$ cat config.mk
export PLATFORM = sky130hd
export DESIGN_NAME = piso_serializer
export DESIGN_NICKNAME = d
export VERILOG_FILES = /design/src/rtl/piso_serializer.sv
export SDC_FILE = /design/constraint.sdc
export NUM_CORES = 1
export LEC_CHECK = 0
export ABC_AREA = 1
export BUFFER_PORTS_ARGS = -buffer_cell sky130_fd_sc_hd__buf_2
export CORE_UTILIZATION = 33
export CTS_BUF_LIST = sky130_fd_sc_hd__clkbuf_4 sky130_fd_sc_hd__clkbuf_8 sky130_fd_sc_hd__clkbuf_16
export CTS_CLUSTER_SIZE = 25
export DETAILED_ROUTE_END_ITERATION = 10
export PLACE_DENSITY = 0.56
export REMOVE_ABC_BUFFERS = 1
export SKIP_CTS_REPAIR_TIMING = 1
export SLEW_MARGIN = 20
export SYNTH_ARGS = -nofsm -noshare
export SYNTH_HDL_FRONTEND = slang
export SYNTH_SLANG_ARGS = --single-unit
$ cat constraint.sdc
create_clock -name clk -period 1.65 [get_ports clk]
set_input_delay 0.165 -clock clk [delete_from_list [all_inputs] [get_ports clk]]
set_output_delay 0.165 -clock clk [all_outputs]
set_load 0.03 [all_outputs]
$ cat src/rtl/piso_serializer.sv
// rtl/piso_serializer.sv - parallel-in serial-out word serializer with shift commands
// Streams WIDTH-bit words MSB- or LSB-first and drives a universal shift register's mode.
module piso_serializer #(
  parameter int WIDTH = 4
) (
  input  logic             clk,
  input  logic             rst,
  input  logic [WIDTH-1:0] din,
  input  logic             din_valid,
  output logic             din_ready,
  input  logic             dir,
  input  logic             pause,
  output logic             ser_out,
  output logic [1:0]       ser_ctrl,
  output logic             busy,
  output logic             done
);
  localparam int CW = (WIDTH > 2) ? $clog2(WIDTH) : 1;
  localparam logic [CW-1:0] LAST = CW'(WIDTH - 1);

  typedef enum logic {IDLE = 1'b0, SHIFT = 1'b1} state_t;

  state_t           r_state;
  state_t           w_state_nxt;
  logic [WIDTH-1:0] r_sr;
  logic [CW-1:0]    r_cnt;
  logic             r_dir_q;
  logic             r_done;
  logic             w_xfer;
  logic             w_last;
  logic             w_advance;

  assign w_last    = (r_cnt == LAST);
  assign w_advance = (r_state == SHIFT) && !pause;
  assign w_xfer    = din_valid && din_ready;

  always_ff @(posedge clk or posedge rst) begin
    if (rst) begin
      r_state <= IDLE;
    end else begin
      r_state <= w_state_nxt;
    end
  end

  always_comb begin
    w_state_nxt = r_state;
    case (r_state)
      IDLE:    if (w_xfer) w_state_nxt = SHIFT;
      SHIFT:   if (w_advance && w_last && !w_xfer) w_state_nxt = IDLE;
      default: w_state_nxt = IDLE;
    endcase
  end

  always_comb begin
    din_ready = 1'b0;
    ser_out   = 1'b0;
    ser_ctrl  = 2'b00;
    busy      = 1'b0;
    case (r_state)
      IDLE: din_ready = 1'b1;
      SHIFT: begin
        busy      = 1'b1;
        din_ready = w_last && !pause;
        ser_out   = r_dir_q ? r_sr[0] : r_sr[WIDTH-1];
        if (!pause) ser_ctrl = r_dir_q ? 2'b01 : 2'b10;
      end
      default: ;
    endcase
  end

  // Datapath: a load wins over the final shift so back-to-back words need no gap.
  always_ff @(posedge clk or posedge rst) begin
    if (rst) begin
      r_sr    <= '0;
      r_cnt   <= '0;
      r_dir_q <= 1'b0;
      r_done  <= 1'b0;
    end else begin
      r_done <= w_advance && w_last;
      if (w_xfer) begin
        r_sr    <= din;
        r_dir_q <= dir;
        r_cnt   <= '0;
      end else if (w_advance && !w_last) begin
        r_cnt <= r_cnt + 1'b1;
        r_sr  <= r_dir_q ? {1'b0, r_sr[WIDTH-1:1]} : {r_sr[WIDTH-2:0], 1'b0};
      end
    end
  end

  assign done = r_done;

endmodule

==> results_dict.tcl <==
set metrics [dict create \
    first_iter_violations 13 \
    skew_ps 9.513 \
    root_buffer "clkbuf_4" \
    fp.dieArea_um2 1796 \
    netlist_instances 71 \
    rsz0062_at_grt "false" \
    timing.setup.tns_ps 0 \
    via_count 485 \
    cts_buffer_depth 2 \
    syn2layout_area_growth_pct 21.16 \
    dp_cells 99 \
    fin_cells 104 \
    pwr-share-clk_pct 16.2 \
    yosys.area.top_type_share_pct 41.86 \
    finalSetupViolCount 0 \
    crit_end "din_ready" \
    grt_max_degree 12 \
    crit_fanout 7 \
    gr-total-overflow 0 \
    rr_worst_depth 7 \
    io_pins 15 \
    antenna_found_initial 0 \
    grt_first_pass_wirelength_mm 1.731 \
    timing_hold_violations_final 0 \
    drive_gt1_share_pct 29.55 \
    ys_ff_latch 9 \
    crit_required_ps 1480 \
    min_path_type "input port to flip-flop" \
    rows 14 \
    crit_type "flip-flop to output pin" \
    max_stage_delay_ps 390 \
    r2r_start "r_cnt[0]$_DFFE_PP0P_" \
    ys_seq_area_share_pct 41.86 \
    routed_via_density 4.663 \
    core-area_um2 1506 \
    peakVddDrop_mv 0.7133 \
    cts_buffers 3 \
    whs_ps 128.8 \
    clkSinkCount 9 \
    gp_congestion 0.7880 \
    clk_pin_slew_ps 60 \
    leakage_nw 0.3771 \
    synth_flop_cell "dfrtp_1" \
    cellInternalPower_uw 612.4 \
    worst_pin_slew_ps 342.1 \
    final-max-slew-violation-count 0 \
    start_util_pct 35.71 \
    die_h_um 42.38 \
    grt_pass1_vias 394 \
    status "finished, final reports clean" \
    htreeDepth 1 \
    cp.depth 4 \
    yosysTopAreaCell "dfrtp_1" \
    p_seq_share_pct 35.2 \
    path_cells "ha_1 -> nand2_2 -> nand2_4 -> buf_2" \
    comb_power_share_pct 48.6 \
    reg2reg_to "r_sr[3]$_DFFE_PP0P_" \
    drv_cap 0 \
    fmax_mhz 677.8 \
    nNetsFinal 99 \
    switchingPower_uw 534.6 \
    netlist_area_um2 538.0 \
    critPathTopFamily "flip-flops" \
    sw_frac_of_total_pct 46.61 \
    period_minus_slack_ps 1475 \
    arrival_ps 1310 \
    ys_warn_count 0 \
    regToRegSetupSlack_ps 390 \
    synth_cell_types 16 \
    cp-startpoint "r_cnt[0]$_DFFE_PP0P_" \
    slew_headroom_pct 77.17 \
    insertedDiodeCount 0 \
    synth_common_cells "19 x nand2_1, 10 x nand3_1, 9 x dfrtp_1, 9 x inv_1, 5 x nor2_1" \
    synth-edff-count 0 \
    crit_slowest_cell "dfrtp_1" \
    grt_use_total_pct 13.60 \
    wl_mm 1.087 \
    async_reset_ff_share_pct 100.0 \
    wire_per_inst_um 10.45 \
    yosysMostFrequentCell "nand2_1" \
    crit_buf_inv 1 \
    antenna_left 0 \
    chipWidth_um 42.38 \
    post-route-period-util_pct 89.42 \
    synth_area_leaders "dfrtp_1 42%, nand2_1 13%, nand3_1 9.3%" \
    cts_tree "done" \
    drc_errors 0 \
    syn_avg_cell_area_um2 7.578 \
    final.fill_count 153 \
    worstSetupStartpointType "flip-flop" \
    dr.pass1.iters 4 \
    crit_path_end_kind "output pin" \
    io_buffer_count 14 \
    clock_latency_ps 260 \
    pwr_density_cell_nw_per_um2 1760 \
]
tightest hold or removal path: stages:
cell and delay (ps):
buf_2 80, nand3_1 60, nand2_1 60
worst min path at each step:
stage                     endpoint  cells past startpoint  slack, ps  from
2_1_floorplan       done$_DFF_PP0_                      1         -7   rst
3_3_place_gp        done$_DFF_PP0_                      2        150   rst
3_5_place_dp        done$_DFF_PP0_                      2        150   rst
4_1_cts             done$_DFF_PP0_                      2       -130   rst
5_1_grt        r_dir_q$_DFFE_PP0P_                      3        150   dir
6_report       r_dir_q$_DFFE_PP0P_                      3        130   dir
power by group through the flow:
stage	combinational, mW	sequential, mW	clock (mW)
CTS	0.558	0.405	0.190
global placement	0.557	0.407	0
global route	0.622	0.424	0.206
finish	0.557	0.404	0.186
floorplan	0.413	0.409	0
detailed placement	0.556	0.408	0
through the flow:
step	instance area (um^2)	worst slack, ps	utilization, %	total power, mW
3_5_place_dp	611.8	386.0	40.61	0.9647
3_3_place_gp	611.8	409.3	40.61	0.9638
4_1_cts	641.9	165.0	42.61	1.153
2_1_floorplan	521.8	229.2	-	0.8227
5_1_grt	651.9	56.29	43.27	1.251
6_report	651.9	174.6	43.27	1.147
area by class of cell:
type / count / area, um^2 / share of cell area [%]
Inverter: 10 / 37.54 / 5.758
Tap cell: 16 / 20.02 / 3.071
Clock buffer: 4 / 30.03 / 4.607
Multi-Input combinational cell: 50 / 259.0 / 39.73
Sequential cell: 9 / 225.2 / 34.55
Timing Repair Buffer: 15 / 80.08 / 12.28
placed cells by master (no fill, tap or decap), types with 3 or more instances in the layout:
master	netlist	layout
nand3_1	10	10
inv_1	9	9
nor2_1	5	5
buf_2	1	14
nand2_1	19	19
clkbuf_4	0	4
nand2_2	3	3
nand3b_1	3	3
dfrtp_1	9	9
o21ai_0	4	4
registers in the layout, indices dropped and copies added (netlist names):
name	flops
done	1
r_cnt	2
r_dir_q	1
r_sr	4
r_state	1
metal layers:
layer,track usage (%),vias up,wire [um]
met5,0,-,0
met4,5.625,0,16
met3,8.621,2,71
met2,19.38,16,489
met1,16.17,213,509
li1,-,254,-
cell families after synthesis:
group	Yosys count	share of synthesized area [%]
compound gates	5	4.650
simple gates	44	41.16
flops	9	41.86
buf+inv	12	9.998
fa+ha+maj	1	2.325
(Power assumes the default switching activity.)
